==> src/rtl/uart_word_loader_if.sv <==
// Byte stream from the UART receiver and the instruction-memory write port
// that the word loader sits between.
interface uart_word_loader_if #(
    parameter int ADDR_W = 8,
    parameter int WORD_W = 32
);
    logic              rx_valid;
    logic [7:0]        rx_data;
    logic              rx_break;
    logic              mem_we;
    logic [ADDR_W-1:0] mem_addr;
    logic [WORD_W-1:0] mem_wdata;

    modport master (
        output rx_valid, rx_data, rx_break,
        input  mem_we, mem_addr, mem_wdata
    );

    modport slave (
        input  rx_valid, rx_data, rx_break,
        output mem_we, mem_addr, mem_wdata
    );
endinterface

==> src/rtl/uart_word_loader.sv <==
// Assembles UART bytes little-endian into words and writes them to consecutive
// instruction-memory addresses; ends on a terminator word or full memory.
module uart_word_loader #(
    parameter int                      WORD_BYTES  = 4,
    parameter int                      ADDR_W      = 8,
    parameter int                      DEPTH       = 256,
    parameter int                      TERM_EN     = 1,
    parameter logic [8*WORD_BYTES-1:0] TERM_WORD   = {WORD_BYTES{8'hFF}},
    parameter int                      TIMEOUT_CYC = 0
) (
    input  logic              clk,
    input  logic              resetn,
    input  logic              load_en,
    uart_word_loader_if.slave bus,
    output logic              write_done,
    output logic              error,
    output logic [1:0]        err_code,
    output logic [ADDR_W:0]   word_count,
    output logic              busy
);
    localparam int WORD_W = 8 * WORD_BYTES;
    localparam int BW     = (WORD_BYTES > 1) ? $clog2(WORD_BYTES) : 1;
    localparam int TW     = (TIMEOUT_CYC > 1) ? $clog2(TIMEOUT_CYC + 1) : 1;

    localparam logic [BW-1:0]   LAST_IDX  = BW'(WORD_BYTES - 1);
    localparam logic [TW-1:0]   TMO_LAST  = TW'((TIMEOUT_CYC > 0) ? TIMEOUT_CYC - 1 : 0);
    localparam logic [ADDR_W:0] DEPTH_CNT = (ADDR_W+1)'(DEPTH);

    typedef enum logic [1:0] {IDLE, LOAD, DONE, ERR} state_t;

    state_t            state;
    logic [BW-1:0]     byte_idx;
    logic [TW-1:0]     tmo_cnt;
    logic [WORD_W-1:0] asm_word;
    logic [WORD_W-1:0] full_word;
    logic [ADDR_W-1:0] ptr;
    logic              is_last;
    logic              tmo_hit;

    // Word as it would look with the current byte merged into its lane.
    always_comb begin
        full_word = asm_word;
        full_word[{byte_idx, 3'b000} +: 8] = bus.rx_data;
    end

    assign is_last = (byte_idx == LAST_IDX);
    assign tmo_hit = (TIMEOUT_CYC > 0) && (byte_idx != '0) && (tmo_cnt == TMO_LAST);

    always_ff @(posedge clk or negedge resetn) begin
        if (!resetn) begin
            state         <= IDLE;
            byte_idx      <= '0;
            tmo_cnt       <= '0;
            asm_word      <= '0;
            ptr           <= '0;
            bus.mem_we    <= 1'b0;
            bus.mem_addr  <= '0;
            bus.mem_wdata <= '0;
            write_done    <= 1'b0;
            error         <= 1'b0;
            err_code      <= 2'd0;
            word_count    <= '0;
            busy          <= 1'b0;
        end else begin
            bus.mem_we <= 1'b0;
            case (state)
                IDLE: begin
                    if (load_en) begin
                        state      <= LOAD;
                        busy       <= 1'b1;
                        word_count <= '0;
                        ptr        <= '0;
                        byte_idx   <= '0;
                        tmo_cnt    <= '0;
                        asm_word   <= '0;
                        error      <= 1'b0;
                        err_code   <= 2'd0;
                        write_done <= 1'b0;
                    end
                end
                LOAD: begin
                    // Priority: abort, break, full memory, timeout, byte capture.
                    if (!load_en) begin
                        state <= IDLE;
                        busy  <= 1'b0;
                    end else if (bus.rx_break) begin
                        state    <= ERR;
                        busy     <= 1'b0;
                        error    <= 1'b1;
                        err_code <= 2'd1;
                    end else if (word_count == DEPTH_CNT) begin
                        state      <= DONE;
                        busy       <= 1'b0;
                        write_done <= 1'b1;
                    end else if (tmo_hit) begin
                        state    <= ERR;
                        busy     <= 1'b0;
                        error    <= 1'b1;
                        err_code <= 2'd2;
                    end else if (bus.rx_valid) begin
                        tmo_cnt  <= '0;
                        asm_word <= full_word;
                        if (is_last) begin
                            byte_idx <= '0;
                            if ((TERM_EN != 0) && (full_word == TERM_WORD)) begin
                                state      <= DONE;
                                busy       <= 1'b0;
                                write_done <= 1'b1;
                            end else begin
                                bus.mem_we    <= 1'b1;
                                bus.mem_addr  <= ptr;
                                bus.mem_wdata <= full_word;
                                ptr           <= ptr + 1'b1;
                                word_count    <= word_count + 1'b1;
                            end
                        end else begin
                            byte_idx <= byte_idx + 1'b1;
                        end
                    end else if (byte_idx != '0) begin
                        tmo_cnt <= tmo_cnt + 1'b1;
                    end
                end
                DONE, ERR: begin
                    if (!load_en) begin
                        state      <= IDLE;
                        write_done <= 1'b0;
                        error      <= 1'b0;
                        err_code   <= 2'd0;
                    end
                end
                default: state <= IDLE;
            endcase
        end
    end
endmodule

==> src/flat_wrapper.sv <==
// flat-port wrapper written by rule: the top's interface ports become plain ports
module uart_word_loader_flat 
#(
    parameter int                      WORD_BYTES  = 4,
    parameter int                      ADDR_W      = 8,
    parameter int                      DEPTH       = 256,
    parameter int                      TERM_EN     = 1,
    parameter logic [8*WORD_BYTES-1:0] TERM_WORD   = {WORD_BYTES{8'hFF}},
    parameter int                      TIMEOUT_CYC = 0
)
  (clk, resetn, load_en, write_done, error, err_code, word_count, busy, bus_rx_valid, bus_rx_data, bus_rx_break, bus_mem_we, bus_mem_addr, bus_mem_wdata);
  uart_word_loader_if #(.ADDR_W(ADDR_W), .WORD_W(32)) bus_i ();
  input  logic clk;
  input  logic resetn;
  input  logic load_en;
  output logic write_done;
  output logic error;
  output logic [1:0] err_code;
  output logic [ADDR_W:0] word_count;
  output logic busy;
  input wire logic [$bits(bus_i.rx_valid)-1:0] bus_rx_valid;
  input wire logic [$bits(bus_i.rx_data)-1:0] bus_rx_data;
  input wire logic [$bits(bus_i.rx_break)-1:0] bus_rx_break;
  output wire logic [$bits(bus_i.mem_we)-1:0] bus_mem_we;
  output wire logic [$bits(bus_i.mem_addr)-1:0] bus_mem_addr;
  output wire logic [$bits(bus_i.mem_wdata)-1:0] bus_mem_wdata;
  assign bus_i.rx_valid = bus_rx_valid;
  assign bus_i.rx_data = bus_rx_data;
  assign bus_i.rx_break = bus_rx_break;
  assign bus_mem_we = bus_i.mem_we;
  assign bus_mem_addr = bus_i.mem_addr;
  assign bus_mem_wdata = bus_i.mem_wdata;
  uart_word_loader #(.WORD_BYTES(WORD_BYTES), .ADDR_W(ADDR_W), .DEPTH(DEPTH), .TERM_EN(TERM_EN), .TERM_WORD(TERM_WORD), .TIMEOUT_CYC(TIMEOUT_CYC)) u_core (.clk(clk), .resetn(resetn), .load_en(load_en), .bus(bus_i), .write_done(write_done), .error(error), .err_code(err_code), .word_count(word_count), .busy(busy));
endmodule
==> config.mk <==
export PLATFORM = sky130hd
export DESIGN_NAME = uart_word_loader_flat
export DESIGN_NICKNAME = d
export VERILOG_FILES = /design/src/rtl/uart_word_loader_if.sv /design/src/rtl/uart_word_loader.sv /design/src/flat_wrapper.sv
export SDC_FILE = /design/constraint.sdc
export NUM_CORES = 1
export LEC_CHECK = 0
export ABC_AREA = 1
export BUFFER_PORTS_ARGS = -buffer_cell sky130_fd_sc_hd__buf_2
export CORE_MARGIN = 10
export CORE_UTILIZATION = 35
export DETAILED_ROUTE_END_ITERATION = 6
export PLACE_DENSITY = 0.49
export SYNTH_ARGS = -nofsm -noshare
export SYNTH_HDL_FRONTEND = slang
export SYNTH_SLANG_ARGS = --single-unit
==> constraint.sdc <==
create_clock -name clk -period 3.65 [get_ports clk]
set_clock_uncertainty 0.15 [all_clocks]
set_input_delay 0.9125 -clock clk [delete_from_list [all_inputs] [get_ports clk]]
set_output_delay 0.9125 -clock clk [all_outputs]
set_load 0.02 [all_outputs]
==> results_dict.tcl <==
set metrics [dict create \
    clock_sinks 97 \
    hpwl_mm 9.506 \
    max_clock_freq_ghz 0.3096 \
    fp.dieW_um 138.5 \
    dp_slack_ns 0.3266 \
    clk_path_buf_depth 2 \
    rows 43 \
    crit_path_max_fanout 33 \
    drc 0 \
    clock_latency_ns 0.35 \
    yosysSeqAreaShare_pct 49.38 \
    finalPower_w 0.003652 \
    htreeDepth 3 \
    grt_pass1_wl_mm 22.02 \
    hold_slack_ns 0.3235 \
    io_pins 68 \
    ir_worst_vdd_mv 0.2899 \
    finalWirelength_mm 12.97 \
    drive_above_1_share_pct 14.55 \
    ys_types 30 \
    path_clk_slew_ns 0.07 \
    grtUsageMet1_pct 18.38 \
    worstPathRequired_ns 3.78 \
    nets 732 \
    routedWlPerCell_um 14.49 \
    power.internal_w 0.002211 \
    synth_top_cell_by_area "dfrtp_1" \
    hold_path_class "flip-flop to flip-flop" \
    pwr-share-comb_pct 33.3 \
    die-area_um2 19190 \
    final_common_cell "nand2_1" \
    tns_ns 0 \
    synth.area.top_cells "dfrtp_1 49%, nand2_1 21%, o21ai_0 4.4%, inv_1 4.0%, nand3_1 3.3%" \
    clock-root-buffer "clkbuf_16" \
    final_max_slew_viol_count 0 \
    outcome "finished clean" \
    antennaDiodeCount 0 \
    synth_edf_count 0 \
    crit_type "flip-flop to flip-flop" \
    grt_max_degree 39 \
    cp.arrival_ns 3.35 \
    seq_power_share_pct 36.0 \
    synthFlopType "dfrtp_1" \
    r2r_setup_slack_ns 0.42 \
    syn_area_per_cell_um2 7.540 \
    start_util_pct 35.55 \
    async_flop_share_pct 100.0 \
    portBuffers 66 \
    switchingPower_w 0.001441 \
    via_per_inst 4.817 \
    mappedNetlistArea_um2 4916 \
    yosys.area.top_type_share_pct 49.38 \
    ys.warnings.count 0 \
    grt_use_total_pct 13.73 \
    grt_pass1_vias 4190 \
    setup_viol 0 \
    end_kind "flip-flop" \
    postCtsSetupBuffers 0 \
    grt_antenna_before_repair 0 \
    overflow 0 \
    grtUsageMet3_pct 4.110 \
    maxCapViolCount 0 \
    p_leak_nw 2.921 \
    sw_frac_of_total_pct 39.46 \
    cts_buffers 9 \
    place.gp.congestion 0.9090 \
    worst_slack_ns 0.4203 \
    pwr-share-clk_pct 30.6 \
    core-area_um2 13830 \
    postCtsHoldBufs 0 \
    final_cell_mix "276 x nand2_1, 96 x dfrtp_1, 65 x buf_2" \
    die_h_um 138.5 \
    vias 4311 \
    ant_nets 0 \
    powerDensity_nw_per_um2 634.5 \
    synthCells 652 \
    startpoint_type "flip-flop" \
    syn-num-nets 674 \
    syn_to_final_growth_pct 17.08 \
    rsz0062_at_grt "no" \
    use_met2_pct 21.08 \
    final_hold_viol_count 0 \
    min_period_ns 3.230 \
    synth-seq-cells 97 \
    dr.pass1.iters 5 \
    cts_tree "done" \
    busiest_layer "met2" \
    dr.first_iter.drc_count 300 \
    post-route-period-util_pct 88.48 \
]
-- metal layers --
metal | routed length (um) | share of wire [%]
met5 | 0 | 0
met4 | 151 | 1.2
met3 | 639 | 4.9
met2 | 5895 | 45
met1 | 6287 | 48
-- per-stage QoR --
| stage | util, % | std cells | area (um2) |
|---|---|---|---|
| finish | 41.63 | 895 | 5756 |
| detailed placement | 39.07 | 879 | 5403 |
| floorplan | - | 652 | 4916 |
| global route | 41.63 | 895 | 5756 |
| CTS | 41.62 | 895 | 5754 |
| global placement | 39.07 | 879 | 5403 |
-- worst max-delay path, stage by stage (launching register included) --
cell,delay (ns)
dfrtp_2,0.53
clkinv_1,0.14
buf_4,0.19
ha_1,0.24
nor2_1,0.37
nand3_1,0.18
nand2_1,0.12
nand2_1,0.06
nor2_1,0.14
nand2_1,0.09
nor2_1,0.22
nand3_1,0.14
nand2_1,0.09
buf_4,0.29
nand2_1,0.09
o21ai_1,0.10
-- repair_timing --
item | 4_1_cts | 5_1_grt
gates resized for setup | 0 | 1
hold endpoints to repair | 0 | 0
endpoints found under the setup margin | 0 | 39
-- sequential cells by signal, summed over array words and instances (netlist names) --
name	flops
u_core.byte_idx	2
u_core.asm_word	32
u_core.word_count	9
u_core.bus.mem_wdata	32
u_core.err_code	1
u_core.ptr	8
u_core.busy	1
u_core.state	2
u_core.bus.mem_we	1
u_core.write_done	1
u_core.bus.mem_addr	8
-- layout make-up --
cell class	instances	area, um2
timing repair buffer	76	407.9
multi-input combinational	470	2132
fill	1429	8071
clock buffer	10	239.0
tap	180	225.2
inverter	56	210.2
clock inverter	6	112.6
sequential	97	2429
-- synth_stat cells (2+ instances only) --
master and count:
clkbuf_1 13, xor2_1 5, nand2_1 277, nor2_1 33
ha_1 9, nor3_1 3, o21ai_0 43, inv_2 2
nand3_1 32, dfrtp_1 97, or2_2 4, o31ai_1 14
o22ai_1 3, a21oi_1 5, nand3b_1 3, nand4_1 5
buf_6 3, buf_4 2, buf_2 10, inv_1 53
o21ai_1 26, nand3_2 2
-- cell families after synthesis --
| logic type | count (synthesis) | share of synthesized area (%) |
|---|---|---|
| compound gates | 94 | 10.51 |
| xor+xnor | 5 | 0.8908 |
| fa+ha+maj | 9 | 2.291 |
| buf+inv | 85 | 7.355 |
| flops | 97 | 49.38 |
| other cells | 1 | 0.07628 |
| simple gates | 361 | 29.50 |
-- final timing paths --
path | cells after the start | from | endpoint
max | 15 | u_core.byte_idx[0]$_DFFE_PN0P_ | u_core.word_count[0]$_DFFE_PN0P_
min | 2 | u_core.bus.mem_wdata[13]$_DFFE_PN0P_ | u_core.bus.mem_wdata[13]$_DFFE_PN0P_
max reg2reg | 15 | u_core.byte_idx[0]$_DFFE_PN0P_ | u_core.word_count[0]$_DFFE_PN0P_
min reg2reg | 2 | u_core.bus.mem_wdata[13]$_DFFE_PN0P_ | u_core.bus.mem_wdata[13]$_DFFE_PN0P_
max in group asynchronous | 2 | resetn | u_core.byte_idx[0]$_DFFE_PN0P_
min in group asynchronous | 1 | resetn | u_core.bus.mem_we$_DFF_PN0_
-- power groups by stage --
stage | clock (W) | sequential, W | combinational [W]
after detailed placement | 0 | 0.00133 | 0.00123
after global placement | 0 | 0.00133 | 0.00121
after global routing | 0.00121 | 0.00133 | 0.00139
after CTS | 0.00116 | 0.00132 | 0.00124
final | 0.00112 | 0.00132 | 0.00122
after floorplan | 0 | 0.00137 | 0.000830
Power figures use the tool's default switching activity.
